File: config.mk
export PLATFORM = sky130hd
export DESIGN_NAME = serial_adder_subtractor
export DESIGN_NICKNAME = d
export VERILOG_FILES = /design/src/rtl/serial_adder_subtractor_pkg.sv /design/src/rtl/full_adder_1b.sv /design/src/rtl/serial_adder_subtractor.sv
export SDC_FILE = /design/constraint.sdc
export NUM_CORES = 1
export LEC_CHECK = 0
export ABC_AREA = 1
export CAP_MARGIN = 20
export CORE_MARGIN = 5
export CORE_UTILIZATION = 47
export DETAILED_ROUTE_END_ITERATION = 7
export PLACE_DENSITY = 0.75
export SLEW_MARGIN = 20
export SYNTH_ARGS = -nofsm -noshare
export SYNTH_HDL_FRONTEND = slang
export SYNTH_HIERARCHICAL = 1
export SYNTH_SLANG_ARGS = --single-unit
export TNS_END_PERCENT = 1
File: constraint.sdc
create_clock -name clk -period 1.3 [get_ports clk]
set_input_delay 0.26 -clock clk [delete_from_list [all_inputs] [get_ports clk]]
set_output_delay 0.26 -clock clk [all_outputs]
set_load 0.02 [all_outputs]
File: src/rtl/serial_adder_subtractor_pkg.sv
// Shared encodings for the bit-serial adder/subtractor and the register controller.
package serial_adder_subtractor_pkg;

    typedef enum logic [1:0] {
        ST_IDLE  = 2'd0,
        ST_SHIFT = 2'd1,
        ST_DONE  = 2'd2
    } state_t;

    localparam logic OP_ADD = 1'b0;
    localparam logic OP_SUB = 1'b1;

endpackage : serial_adder_subtractor_pkg

File: src/rtl/full_adder_1b.sv
// One-bit full adder; the whole arithmetic core of the serial datapath.
module full_adder_1b (
    input  logic a,
    input  logic b,
    input  logic cin,
    output logic s,
    output logic cout
);

    always_comb begin
        s    = a ^ b ^ cin;
        cout = (a & b) | (a & cin) | (b & cin);
    end

endmodule : full_adder_1b

File: src/rtl/serial_adder_subtractor.sv
// Bit-serial A+B / A-B, LSB first, one bit per clock through a single full adder.
// Bit-identical to the combinational adder_subtractor, WIDTH+1 cycle issue rate.
module serial_adder_subtractor
    import serial_adder_subtractor_pkg::*;
#(
    parameter  int unsigned WIDTH = 8,
    localparam int unsigned CNT_W = $clog2(WIDTH) + 1
) (
    input  logic             clk,
    input  logic             rst_n,
    input  logic             start,
    input  logic [WIDTH-1:0] factor_a,
    input  logic [WIDTH-1:0] factor_b,
    input  logic             operation,
    output logic             busy,
    output logic             done,
    output logic [WIDTH-1:0] result,
    output logic             carry_out,
    output logic             overflow
);

    state_t             state;
    state_t             state_nxt;
    logic               load_c;
    logic               shift_c;
    logic               last_bit_c;

    logic [WIDTH-1:0]   sh_a;
    logic [WIDTH-1:0]   sh_b;
    logic [WIDTH-1:0]   sh_r;
    logic               c_reg;
    logic               c_msb_in;
    logic [CNT_W-1:0]   cnt;

    logic               sum_bit;
    logic               c_next;

    assign last_bit_c = (cnt == CNT_W'(WIDTH - 1));

    full_adder_1b u_fa (
        .a    (sh_a[0]),
        .b    (sh_b[0]),
        .cin  (c_reg),
        .s    (sum_bit),
        .cout (c_next)
    );

    // State register
    always_ff @(posedge clk or negedge rst_n) begin
        if (!rst_n) begin
            state <= ST_IDLE;
        end else begin
            state <= state_nxt;
        end
    end

    // Next state and datapath controls; DONE accepts start directly for back-to-back issue
    always_comb begin
        state_nxt = state;
        load_c    = 1'b0;
        shift_c   = 1'b0;
        case (state)
            ST_IDLE: begin
                if (start) begin
                    load_c    = 1'b1;
                    state_nxt = ST_SHIFT;
                end
            end
            ST_SHIFT: begin
                shift_c = 1'b1;
                if (last_bit_c) begin
                    state_nxt = ST_DONE;
                end
            end
            ST_DONE: begin
                if (start) begin
                    load_c    = 1'b1;
                    state_nxt = ST_SHIFT;
                end else begin
                    state_nxt = ST_IDLE;
                end
            end
            default: begin
                state_nxt = ST_IDLE;
            end
        endcase
    end

    // Status flags registered from the next state so they line up with it
    always_ff @(posedge clk or negedge rst_n) begin
        if (!rst_n) begin
            busy <= 1'b0;
            done <= 1'b0;
        end else begin
            busy <= (state_nxt == ST_SHIFT);
            done <= (state_nxt == ST_DONE);
        end
    end

    // Operand/result shifters; subtraction preloads ~B with carry-in 1
    always_ff @(posedge clk or negedge rst_n) begin
        if (!rst_n) begin
            sh_a      <= '0;
            sh_b      <= '0;
            sh_r      <= '0;
            c_reg     <= 1'b0;
            c_msb_in  <= 1'b0;
            cnt       <= '0;
            result    <= '0;
            carry_out <= 1'b0;
            overflow  <= 1'b0;
        end else if (load_c) begin
            sh_a  <= factor_a;
            sh_b  <= (operation == OP_SUB) ? ~factor_b : factor_b;
            c_reg <= operation;
            cnt   <= '0;
        end else if (shift_c) begin
            sh_a  <= {1'b0, sh_a[WIDTH-1:1]};
            sh_b  <= {1'b0, sh_b[WIDTH-1:1]};
            sh_r  <= {sum_bit, sh_r[WIDTH-1:1]};
            c_reg <= c_next;
            cnt   <= cnt + CNT_W'(1);
            if (cnt == CNT_W'(WIDTH - 2)) begin
                c_msb_in <= c_next;
            end
            if (last_bit_c) begin
                result    <= {sum_bit, sh_r[WIDTH-1:1]};
                carry_out <= c_next;
                overflow  <= c_msb_in ^ c_next;
            end
        end
    end

endmodule : serial_adder_subtractor

# Word-level counts from Yosys, hierarchy flattened
# Index checks and enable logic that the tools add are counted.
[word_totals]
elab_cells = 51
n_memories = 0
output_inout_bits = 12
latch_bits = 0
ram_bits = 0
reg_bits = 44
in_bits = 20
romBits = 0
[op_classes]
addsub = 1
order_cmp = 0
eq_ne = 6
reduce_logical = 6
div_mod_pow = 0
mul = 0
bitwise = 10
shifts = 0
muxes = 16
[op_table]
columns = ["operator", "n"]
rows = [
  ["8-bit two-way mux", 5],
  ["4-bit by 3-bit equality test with 1-bit output (second input constant)", 2],
  ["4-bit two-way mux", 2],
  ["8-bit inverter", 1],
  ["1-bit two-way mux", 6],
  ["2-bit one-hot mux with 3 select lines", 1],
  ["3-bit AND reduction", 2],
  ["4-bit by 1-bit adder with 4-bit output (second input constant)", 1],
  ["2-bit by 1-bit equality test with 1-bit output (second input constant)", 2],
  ["2-bit equality test (second input constant)", 2],
  ["2-bit two-way mux", 2],
  ["1-bit AND", 3],
  ["1-bit XOR", 3],
  ["2-bit zero test", 1],
  ["1-bit bitwise OR", 2],
  ["2-bit AND reduction", 1],
  ["2-bit nonzero test", 1],
  ["2-bit OR reduction", 1],
  ["1-bit inverter", 1],
]

# Longest topological paths before layout
[depth]
word_depth = 5
ltp_mapped = 7
depth_no_buf = 6

# Cells and area by module
# Netlist, hierarchy kept.
[by_module_without_submodules]
columns = ["module", "cells_per_inst", "area_each_um2", "instances"]
rows = [
  ["serial_adder_subtractor", 206, 1900.6, 1],
  ["full_adder_1b", 1, 20.0, 1],
]

# Least setup slack after synthesis
# OpenSTA, ideal clock, no wires.
[synth_timing]
path_type = "flip-flop to flip-flop"
startpoint = "register sh_a[0]"
endpoint = "register overflow"
t_arrival_ns = 1.107
period_less_slack_ns = 1.227
setup_time_ns = 0.120
setup_slack_ns = 0.073
path_stages_with_launch = 5
t_required_ns = 1.180
path_cell_list = "dfrtp_1 > fa_1 > xor2_1 > nand2_1 > nand2_1"
[synth_between]
elab_chain_cells = 4
[synth_rtl]
columns = ["item", "line_no", "rtl"]
rows = [
  ["from (decl)", "serial_adder_subtractor.sv:28", "logic [WIDTH-1:0] sh_a;"],
  ["from (signal assigned)", "serial_adder_subtractor.sv:113", "sh_a <= factor_a;"],
  ["from (signal assigned)", "serial_adder_subtractor.sv:118", "sh_a <= {1'b0, sh_a[WIDTH-1:1]};"],
  ["1-bit AND", "full_adder_1b.sv:12", "cout = (a & b) | (a & cin) | (b & cin);"],
  ["1-bit bitwise OR * (2 in series)", "full_adder_1b.sv:12", ""],
  ["net c_next", "serial_adder_subtractor.sv:36", "logic c_next;"],
  ["1-bit XOR *", "serial_adder_subtractor.sv:129", "overflow <= c_msb_in ^ c_next;"],
  ["to (signal assigned)", "serial_adder_subtractor.sv:129", ""],
  ["to (decl)", "serial_adder_subtractor.sv:19", "output logic overflow"],
]
# Mark *: on every way through the listed nets, which the timed path passes. The rest lies on a longest branch.
# A chain may end at the register's enable or synchronous reset.

# Worst setup path in the final report
[layout_timing]
startpoint = "register result[4]"
endpoint = "output port result[4]"
[layout_rtl]
columns = ["item", "line_no", "rtl"]
rows = [
  ["from (decl)", "serial_adder_subtractor.sv:17", "output logic [WIDTH-1:0] result,"],
  ["from (signal assigned)", "serial_adder_subtractor.sv:127", "result <= {sum_bit, sh_r[WIDTH-1:1]};"],
]
# No word-level cell between the ends.

==> impl_metrics.toml <==
[status]
status = "completed"

[clocking]
h-tree-depth = 2
clockBufferDepth = 2
cts_made_buffers = 5
cts_tree = "yes"
clock_latency_ps = 290
cts.sinks = 43
clkTransAtPathRegs_ps = 80
cts-root-buf = "clkbuf_8"

[detailed_routing]
wl_met1_um = 1639
detail_route.wl_per_cell_um = 12.24
routed_wl_um = 3647
routed.top_layer = "met4"
drt-vias-per-instance = 4.879
first_pass_iters = 4
dr_wl_met2_um = 1703
final_antenna_net_count = 0
met3WireLength_um = 259
drc = 0
drtIter0Drc = 104
vias = 1454

[sta]
relSlewSlack_pct = 79.63
worst_pin_slew_ps = 305.5
holdWs_ps = 468.0
timing.fmax_mhz = 792.2
hold_viol_final = 0
period_minus_slack_ps = 1262
fin_crit_sh_pct = 97.10
drv_slew = 0
setup_viol = 0
finalClockSkew_ps = 3.334
rsz0062_at_grt = "no"

[critical_path]
arrival_ps = 1000
max_stage_delay_ps = 390
start_kind = "flip-flop"
reg2reg_slack_ps = 80
required_ps = 1040
slowest_stage = "dfrtp_1"
cp_num_buf_inv = 1
crit_type = "flip-flop to primary output"
cp_max_fo = 2
cp-end-kind = "primary output"
path_cells = "dlygate4sd2_1"
path_delay_family = "flip-flops"

[power]
p_comb_share_pct = 38.5
max-vdd-ir-drop_mv = 0.8111
switching_share_pct = 37.47
total_power_mw = 5.684
seq_power_share_pct = 40.2
clock_power_share_pct = 21.3
p_sw_mw = 2.130
p_leak_nw = 1.209
internal-power_mw = 3.554
power_density_nw_per_um2 = 2306

[synthesis]
yosys-top-cells-area = "dfrtp_1, nand2_1, nand3_1"
synthMuxAreaShare_pct = 0
syn-cell-area_um2 = 1921
synth_edf_count = 0
postSynth.asyncResetShare_pct = 100.0
synth_top_area_cell = "dfrtp_1"
ys_seq_area_share_pct = 56.03
ys_ff_latch = 43
syn_inst = 207
avgSynthCellArea_um2 = 9.278
synth-adder-area-share_pct = 2.345
synth_cell_type_count = 22
synthSimpleGateAreaFrac_pct = 25.73
synth_compound_area_share_pct = 6.254
synth_nets = 230
synth_most_common_cell = "nand2_1"
synthFlopType = "dfrtp_1"
yosysTopAreaCellShare_pct = 56.03
yosys-top-cells-count = "nand2_1, dfrtp_1, nand3_1"
yosys_warnings = 6
synth_xor_area_share_pct = 4.560
synth_top_family_by_area = "simple AND/OR/NAND/NOR gates"

[placement]
hpwl_um = 2379
io_buffers = 31
globalplace.congestion = 0.7433
placed_area_um2 = 2298

[hold_path]
hold_path_class = "input pin to asynchronous set/reset pin"

[floorplan]
start_util_pct = 48.36
coreArea_um2 = 3971
die_h_um = 73.93
die_area_um2 = 5465
rows = 23
fp.dieW_um = 73.93
io_pins = 32

[layout]
area_growth_pct = 28.34
largestRegisters = "result x8, sh_a x8, sh_b x8"
fin_area_um2 = 2465
drive_gt1_share_pct = 12.10
layout.nets = 270
antennaDiodeCount = 0

[global_route]
first_global_vias = 1350
overflow = 0
antenna_found_initial = 0
grt_max_degree = 44
grt_usage_pct = 14.05
grt_first_pass_wirelength_um = 5968

[flow_run]
max-cap-violations = 0
stage by stage:
step,cells,setup TNS [ps],worst slack (ps),utilization (%)
4_1_cts,294,0,20.88,61.15
5_1_grt,298,0,1.721,62.07
3_5_place_dp,285,-166.2,-36.39,57.88
3_3_place_gp,285,0,0.7403,57.88
6_report,298,0,37.73,62.07
2_1_floorplan,207,0,72.78,-
layout by cell type (no fill, tap or decap), types with 2 or more instances in the layout:
master           Yosys  layout
xor2_1               9       9
buf_4                1       5
dfrtp_1             43      43
o21ai_1              8       9
clkbuf_8             0       5
nand3_1             18      18
inv_1                4       4
o21ai_0             13      12
nand2_4              3       3
nor2_1               4       4
buf_12               0       3
dlygate4sd2_1        0      11
bufinv_16            0       2
inv_2                3       3
nand2_1             84      84
nor2_4               2       2
clkdlybuf4s50_1      0      18
final timing paths:
kind / startpoint / end / cells after the start
max: result[4]$_DFFE_PN0P_ / result[4] / 1
min: rst_n / cnt[3]$_DFFE_PN0P_ / 3
max reg2reg: sh_a[0]$_DFFE_PN0P_ / overflow$_DFFE_PN0P_ / 4
min reg2reg: sh_a[7]$_DFFE_PN0P_ / sh_a[7]$_DFFE_PN0P_ / 2
max in group asynchronous: rst_n / sh_r[4]$_DFFE_PN0P_ / 3
min in group clk: sh_a[7]$_DFFE_PN0P_ / sh_a[7]$_DFFE_PN0P_ / 2
power by group through the flow:
| stage | registers (mW) | clock network [mW] | logic (mW) |
|---|---|---|---|
| after floorplan | 2.44 | 0 | 1.40 |
| after global placement | 2.28 | 0 | 2.21 |
| after detailed placement | 2.30 | 0 | 2.28 |
| after CTS | 2.28 | 1.24 | 2.18 |
| after global routing | 2.35 | 1.29 | 2.46 |
| final | 2.28 | 1.21 | 2.19 |
kinds of logic (layout without fill, tap and decap cells):
kind of cell,Yosys count,after routing
and+or+nand+nor,112,113
AOI/OAI and AO/OA,23,23
buffers and inverters,16,56
xor gates and xnor gates,10,10
DFF,43,43
adders and majority gates,3,3
layer usage:
| metal | vias up | global-route usage [%] |
|---|---|---|
| met5 | - | 0 |
| met4 | 0 | 5.231 |
| met3 | 5 | 3.694 |
| met2 | 51 | 22.34 |
| met1 | 666 | 18.42 |
| li1 | 732 | - |
area by class of cell:
type | count | area, um^2
clock buffers | 6 | 72.57
clock inverters | 2 | 60.06
fillers | 360 | 1506
inverters | 8 | 32.53
multi-input cells | 149 | 762.0
flip-flops and latches | 43 | 1076
well taps | 50 | 62.56
repair buffers | 40 | 399.1
repair_timing:
| action | CTS | global route |
|---|---|---|
| hold endpoints to repair | 43 | 0 |
| pin swaps | 0 | 1 |
| buffers inserted | 0 | 3 |
| hold buffers | 1 | 0 |
| gates cloned | 0 | 1 |
| setup endpoints to repair | 13 | 11 |
| resized for setup | 13 | 3 |
Power figures use the tool's default switching activity.
